**src/rtl/lc3b_types.sv**
```systemverilog
// Shared LC-3b types: opcodes, register index and the commit controller state.
package lc3b_types;

  typedef enum logic [3:0] {
    op_br   = 4'h0, op_add = 4'h1, op_ldb = 4'h2, op_stb  = 4'h3,
    op_jsr  = 4'h4, op_and = 4'h5, op_ldw = 4'h6, op_stw  = 4'h7,
    op_rti  = 4'h8, op_not = 4'h9, op_ldi = 4'ha, op_sti  = 4'hb,
    op_jmp  = 4'hc, op_shf = 4'hd, op_lea = 4'he, op_trap = 4'hf
  } lc3b_opcode;

  typedef logic [2:0] lc3b_reg;

  typedef enum logic [1:0] {RUN, STORE, FLUSH} commit_state_t;

  function automatic logic is_store(lc3b_opcode op);
    return (op == op_stb) || (op == op_stw);
  endfunction

  function automatic logic writes_reg(lc3b_opcode op);
    return !((op == op_br) || (op == op_stb) || (op == op_stw) || (op == op_jmp));
  endfunction

endpackage

```
**src/rtl/rob_commit_ctrl.sv**
```systemverilog
// In-order ROB retirement: register commits pop combinationally, stores wait for mem_resp,
// branch mispredicts redirect the PC and hold flush for FLUSH_CYCLES cycles.
module rob_commit_ctrl
  import lc3b_types::*;
#(
  parameter int TAG_WIDTH    = 3,
  parameter int FLUSH_CYCLES = 2
) (
  input  logic                 clk,
  input  logic                 rst_n,
  input  logic                 head_valid,
  input  logic                 head_ready,
  input  logic [TAG_WIDTH-1:0] head_tag,
  input  lc3b_opcode           head_inst,
  input  lc3b_reg              head_dest,
  input  logic [15:0]          head_value,
  input  logic [15:0]          head_addr,
  input  logic                 head_predict,
  input  logic                 head_taken,
  output logic                 rob_re,
  output logic                 regfile_we,
  output lc3b_reg              regfile_dest,
  output logic [15:0]          regfile_data,
  output logic [TAG_WIDTH-1:0] regfile_tag,
  output logic                 mem_write,
  output logic [15:0]          mem_addr,
  output logic [15:0]          mem_wdata,
  output logic                 mem_byte,
  input  logic                 mem_resp,
  output logic                 flush,
  output logic                 pc_redirect_valid,
  output logic [15:0]          pc_redirect,
  output logic [15:0]          commit_cnt,
  output logic [15:0]          mispredict_cnt
);

  commit_state_t state_q, state_d;
  logic [2:0]    flush_cnt_q, flush_cnt_d;
  logic [15:0]   commit_cnt_q, mispredict_cnt_q;
  logic [15:0]   mem_addr_q, mem_wdata_q;
  logic          mem_byte_q;

  logic head_go;
  logic br_miss;
  logic store_start;

  assign head_go     = head_valid && head_ready;
  assign br_miss     = (head_inst == op_br) && (head_predict != head_taken);
  assign store_start = (state_q == RUN) && head_go && is_store(head_inst);

  always_ff @(posedge clk or negedge rst_n) begin
    if (!rst_n) begin
      state_q     <= RUN;
      flush_cnt_q <= 3'd0;
    end else begin
      state_q     <= state_d;
      flush_cnt_q <= flush_cnt_d;
    end
  end

  always_comb begin
    state_d     = state_q;
    flush_cnt_d = flush_cnt_q;
    case (state_q)
      RUN: begin
        if (head_go) begin
          if (is_store(head_inst)) begin
            state_d = STORE;
          end else if (br_miss) begin
            state_d     = FLUSH;
            flush_cnt_d = FLUSH_CYCLES[2:0];
          end
        end
      end
      STORE: begin
        if (mem_resp) state_d = RUN;
      end
      FLUSH: begin
        flush_cnt_d = flush_cnt_q - 3'd1;
        if (flush_cnt_q <= 3'd1) state_d = RUN;
      end
      default: state_d = RUN;
    endcase
  end

  always_comb begin
    rob_re            = 1'b0;
    regfile_we        = 1'b0;
    pc_redirect_valid = 1'b0;
    mem_write         = 1'b0;
    flush             = 1'b0;
    case (state_q)
      RUN: begin
        if (head_go && !is_store(head_inst)) begin
          rob_re            = 1'b1;
          regfile_we        = writes_reg(head_inst);
          pc_redirect_valid = br_miss;
        end
      end
      STORE: begin
        mem_write = 1'b1;
        rob_re    = mem_resp;
      end
      FLUSH:   flush = 1'b1;
      default: ;
    endcase
  end

  // Store request fields are captured once so a changing head cannot disturb the bus.
  always_ff @(posedge clk or negedge rst_n) begin
    if (!rst_n) begin
      mem_addr_q  <= 16'h0;
      mem_wdata_q <= 16'h0;
      mem_byte_q  <= 1'b0;
    end else if (store_start) begin
      mem_addr_q  <= head_addr;
      mem_wdata_q <= head_value;
      mem_byte_q  <= (head_inst == op_stb);
    end
  end

  always_ff @(posedge clk or negedge rst_n) begin
    if (!rst_n) begin
      commit_cnt_q     <= 16'h0;
      mispredict_cnt_q <= 16'h0;
    end else begin
      if (rob_re)            commit_cnt_q     <= commit_cnt_q + 16'd1;
      if (pc_redirect_valid) mispredict_cnt_q <= mispredict_cnt_q + 16'd1;
    end
  end

  assign regfile_dest   = regfile_we ? head_dest  : '0;
  assign regfile_data   = regfile_we ? head_value : 16'h0;
  assign regfile_tag    = regfile_we ? head_tag   : '0;
  assign pc_redirect    = pc_redirect_valid ? head_value : 16'h0;
  assign mem_addr       = mem_addr_q;
  assign mem_wdata      = mem_wdata_q;
  assign mem_byte       = mem_byte_q;
  assign commit_cnt     = commit_cnt_q;
  assign mispredict_cnt = mispredict_cnt_q;

endmodule

```
**config.mk**
```make
export PLATFORM = sky130hd
export DESIGN_NAME = rob_commit_ctrl
export DESIGN_NICKNAME = d
export VERILOG_FILES = /design/src/rtl/lc3b_types.sv /design/src/rtl/rob_commit_ctrl.sv
export SDC_FILE = /design/constraint.sdc
export NUM_CORES = 1
export LEC_CHECK = 0
export ABC_CLOCK_PERIOD_IN_PS = 1800
export CAP_MARGIN = 30
export CORE_MARGIN = 2
export CORE_UTILIZATION = 35
export CTS_BUF_LIST = sky130_fd_sc_hd__clkbuf_4 sky130_fd_sc_hd__clkbuf_8
export CTS_CLUSTER_SIZE = 12
export DETAILED_ROUTE_END_ITERATION = 16
export PLACE_DENSITY = 0.69
export SLEW_MARGIN = 20
export SYNTH_ARGS = -nofsm -noshare
export SYNTH_HDL_FRONTEND = slang
export SYNTH_SLANG_ARGS = --single-unit
```
**constraint.sdc**
```tcl
create_clock -name clk -period 1.8 [get_ports clk]
set_input_delay 0.36 -clock clk [delete_from_list [all_inputs] [get_ports clk]]
set_output_delay 0.36 -clock clk [all_outputs]
set_load 0.03 [all_outputs]
```
# Yosys cells after proc, flatten, opt, wreduce, memory -nomap -nowiden
# Cells that the tools add are included.
# totals
reg_bits	70
latchBits	0
ram_bits	0
romBits	0
in_bits	49
output_inout_bits	108
wordCells	61
mem_count	0
# classes
n_addsub	3
n_mul	0
div_mod_pow	0
n_lt_le_gt_ge	1
n_eq_ne	12
shifts	0
n_mux	22
bitwise_logic	0
n_reduce_logical	16
# ops
operator	n
$add A16 B1 Y16 const B	2
$mux W16	2
$mux W3	5
$mux W2	5
$ne A2 B2 Y1 const B	5
$reduce_and A4 Y1	2
$mux W1	7
$pmux W2 S3	1
$pmux W3 S2	1
$logic_and A1 B1 Y1	5
$eq A4 B2 Y1 const B	1
$eq A4 B3 Y1 const B	1
$eq A4 B4 Y1 const B	1
$logic_not A4 Y1	1
$logic_or A1 B1 Y1	4
$le A3 B1 Y1 const B	1
$ne A3 B2 Y1 const B	1
$sub A3 B1 Y3 const B	1
$eq A2 B1 Y1 const B	1
$eq A2 B2 Y1 const B	1
$logic_not A1 Y1	2
$logic_not A2 Y1	1
$pmux W1 S2	1
$reduce_bool A2 Y1	1
$ne A1 B1 Y1	1

# Logic depth before layout (Yosys ltp)
# depth
depth_word	8
depth_mapped	6

# Worst setup path before layout
# Ideal clock, no wire load.
# synth_path
path_kind	reg-to-output
start	register state_q[0]
end	output port pc_redirect[10]
t_arrival_ns	1.626
slack_ns	-0.186
stages_incl_launch_ff	6
n_path_buf	2
path_cell_list	dfrtp_1 and4bb_4 and3_1 buf_4 buf_2 and2_1
# synth_between
elab_chain_len	3
# synth_rtl
element	line	rtl
start: declaration	rob_commit_ctrl.sv:37	commit_state_t state_q, state_d;
start signal: assignment	rob_commit_ctrl.sv:56	state_q <= state_d;
$logic_not A2 Y1	rob_commit_ctrl.sv:92	case (state_q)
$mux W1	rob_commit_ctrl.sv:92	
named net pc_redirect_valid	rob_commit_ctrl.sv:31	output logic pc_redirect_valid,
$mux W16	rob_commit_ctrl.sv:135	assign pc_redirect = pc_redirect_valid ? head_value : 16'h0;
end: declaration	rob_commit_ctrl.sv:32	output logic [15:0] pc_redirect,
# The timed path passes the listed nets, and every way through them passes these cells.

# Final worst setup path
# layout_path
start	register state_q[0]
end	output port regfile_data[14]
# layout_between
elab_chain_len	3
# layout_rtl
element	line	rtl
$logic_not A2 Y1	rob_commit_ctrl.sv:92	
$mux W1	rob_commit_ctrl.sv:92	
$mux W16	rob_commit_ctrl.sv:133	assign regfile_data = regfile_we ? head_value : 16'h0;
end: declaration	rob_commit_ctrl.sv:23	output logic [15:0] regfile_data,
# No other way between the ends.

==> flow_metrics.py <==
metrics = {
    "global_routing": {
        "grt_pass1_vias": 2833,
        "antenna_found_initial": 0,
        "grt_usage": 0.178,
        "grt_util_met2": 0.308,
        "grt_start_max_net_pins": 71,
        "grt.met3_usage": 0.0541,
        "top_usage_layer": "met2",
        "grtUsageMet1": 0.210,
        "grt_pass1_wl_microns": 15100,
        "grt.overflow.total": 0,
    },
    "critical_path": {
        "crit_fanout": 6,
        "critPathSlowestCell": "dfrtp_1",
        "slowest_delay_ns": 0.39,
        "crit_chain": "and4bb_4 > o311a_4 > clkbuf_16 > and2_2 > buf_6",
        "required_ns": 1.44,
        "regToRegSetupSlack_ns": -0.12,
        "crit_type": "reg2out",
        "critPathArrivalTime_ns": 1.81,
        "end_kind": "output port",
        "start_kind": "register",
    },
    "place": {
        "hpwl_microns": 6290,
        "port-buffer-count": 156,
        "dp_slack_ns": -0.483,
        "place.gp.congestion": 0.749,
    },
    "run_status": {
        "violations": "negative setup slack",
        "outcome": "complete, but fails checks",
    },
    "clock_network": {
        "cts_buffer_depth": 2,
        "cts_inserted_buffers": 9,
        "clk_pin_slew_ns": 0.07,
        "cts.htree.levels": 3,
        "clkLatencyLatePin_ns": 0.35,
        "clkSinkCount": 70,
        "cts_tree": "yes",
        "cts_root_buf": "clkbuf_8",
    },
    "synth": {
        "yosysSeqAreaShare": 0.505,
        "syn_area_per_cell_sq_um": 12.8,
        "synth_seq_cells": 70,
        "syn-num-nets": 324,
        "synth_cell_types": 39,
        "synthFlopType": "dfrtp_1",
        "syn_inst": 271,
        "ys_warn_count": 0,
        "synth_edf_count": 0,
        "async_flop_share": 1.00,
        "synthesis.area_sq_um": 3470,
    },
    "layout": {
        "mostFrequentLayoutCell": "dfrtp_1",
        "drive_above_1_share": 0.400,
        "fin_nets": 518,
        "final_cell_mix": "70 x dfrtp_1, 61 x clkdlybuf4s50_1, 43 x buf_6",
        "nFillCells": 790,
        "area_delta_synth_final_pct": 70.3,
        "diodes": 0,
    },
    "floorplanning": {
        "start_util": 0.358,
        "dieArea_sq_um": 10700,
        "core_area_sq_um": 9680,
        "die_w_microns": 104,
        "ioPinCount": 157,
        "num_rows": 36,
        "die_h_microns": 104,
    },
    "sta": {
        "max_freq_mhz": 461,
        "fin_crit_sh": 1.20,
        "fin_skew_ns": 0.00740,
        "max-slew-margin-rel": 0.715,
        "grt_setup_unrepaired": "yes",
        "max_slew.worst_pin.slew_ns": 0.426,
        "drv_slew": 0,
        "hold_violations": 0,
        "setup_tns_ns": -14.29,
        "worst_slack_ns": -0.368,
        "layout_min_cycle_time_ns": 2.17,
        "setup_viol": 81,
    },
    "flow_run": {
        "drv_cap": 0,
    },
    "drt": {
        "final_antenna_net_count": 0,
        "drt-initial-drc-count": 64,
        "vias": 2820,
        "drt_wl_total_microns": 9710,
        "wire_per_inst_microns": 16.1,
        "route.detailed.drc": 0,
        "vias_per_cell": 4.68,
        "firstDrtPassIters": 4,
    },
    "power": {
        "vdd_ir_drop_max_mv": 0.432,
        "power_density_nw_per_um2": 898,
        "power_leakage_uw": 0.00301,
    },
    "worst_hold_path": {
        "hold_class": "in2async",
    },
}
==> worst max-delay path, delay by kind of cell, from the launching register on <==
family	cells	cell delay, ns
AO/OA/AOI/OAI	1	0.26
buffers and inverters	2	0.29
flip-flops	1	0.39
AND/OR/NAND/NOR	2	0.51
==> flip-flops by register name (all words and copies together), names as in the netlist <==
signal          flops
commit_cnt         16
flush_cnt_q         3
mem_addr           16
mem_byte            1
mem_wdata          16
mispredict_cnt     16
state_q             2
==> power by group <==
part | total [uW] | internal [uW] | leakage (uW) | switching, uW
clock | 1140 | 561 | 0.0000930 | 584
sequential | 2100 | 1860 | 0.000902 | 234
combinational | 2070 | 993 | 0.00201 | 1080
==> layout make-up <==
class / count / area (sq um) / share of cell area
repair buffers: 195 / 2080 / 0.353
flip-flops and latches: 70 / 1750 / 0.296
multi-input cells: 183 / 1710 / 0.290
well taps: 133 / 166 / 0.0281
clock buffers: 12 / 153 / 0.0258
clock inverters: 4 / 22.5 / 0.00381
inverters: 6 / 22.5 / 0.00381
==> stage by stage <==
stage | hold WS, ns | util | total power (uW) | instances | area (sq um)
3_5_place_dp | 0.420 | 0.542 | 4150 | 569 | 5250
2_1_floorplan | 0.0644 | - | 3230 | 271 | 3530
5_1_grt | 0.0402 | 0.610 | 5600 | 603 | 5910
4_1_cts | 0.0280 | 0.578 | 5300 | 595 | 5590
3_3_place_gp | 0.423 | 0.542 | 4100 | 569 | 5250
6_report | 0.00400 | 0.610 | 5310 | 603 | 5910
==> cell usage after synthesis, drive strengths merged (6+ instances only) <==
| library cell | n | share of area |
|---|---|---|
| nand4 | 14 | 0.029 |
| buf | 10 | 0.036 |
| and2 | 40 | 0.072 |
| dfrtp | 70 | 0.50 |
| nand3 | 9 | 0.017 |
| inv | 6 | 0.0065 |
| and3 | 11 | 0.020 |
| nand2 | 8 | 0.0087 |
| mux2 | 34 | 0.14 |
| xor2 | 10 | 0.025 |
| nor2 | 7 | 0.0076 |
| xnor2 | 22 | 0.056 |
==> worst paths after layout <==
path	start	endpoint	cells past startpoint
max in group asynchronous	rst_n	mispredict_cnt[0]$_DFFE_PN0N_	2
worst max register to register	state_q[0]$_DFFE_PN0P_	mispredict_cnt[1]$_DFFE_PN0N_	8
min in group clk	mispredict_cnt[15]$_DFFE_PN0N_	mispredict_cnt[15]$_DFFE_PN0N_	1
worst min register to register	mispredict_cnt[15]$_DFFE_PN0N_	mispredict_cnt[15]$_DFFE_PN0N_	1
worst max-delay path	state_q[0]$_DFFE_PN0P_	regfile_data[14]	5
worst min-delay path	rst_n	mem_addr[10]$_DFFE_PN0P_	2
==> per-layer routing <==
layer / share of wire / wire length (microns)
met3: 0.054 / 528
met1: 0.42 / 4090
met2: 0.51 / 4950
met5: 0 / 0
met4: 0.015 / 149
==> timing repair <==
action	in CTS	in global routing
resized for setup	77	65
setup endpoints to repair	73	86
hold buffers	0	0
buffers inserted	11	6
cloned	0	4
pin swaps	8	8
==> kinds of logic after synthesis <==
kind of cell    count (synthesis)  synth area share
simple gates                  101             0.188
flops                          70             0.505
mux                            36             0.146
xor+xnor                       32            0.0807
buf+inv                        18            0.0451
compound gates                 10            0.0209
fa+ha+maj                       4            0.0144
No activity file was read; power rests on OpenSTA's default activity.
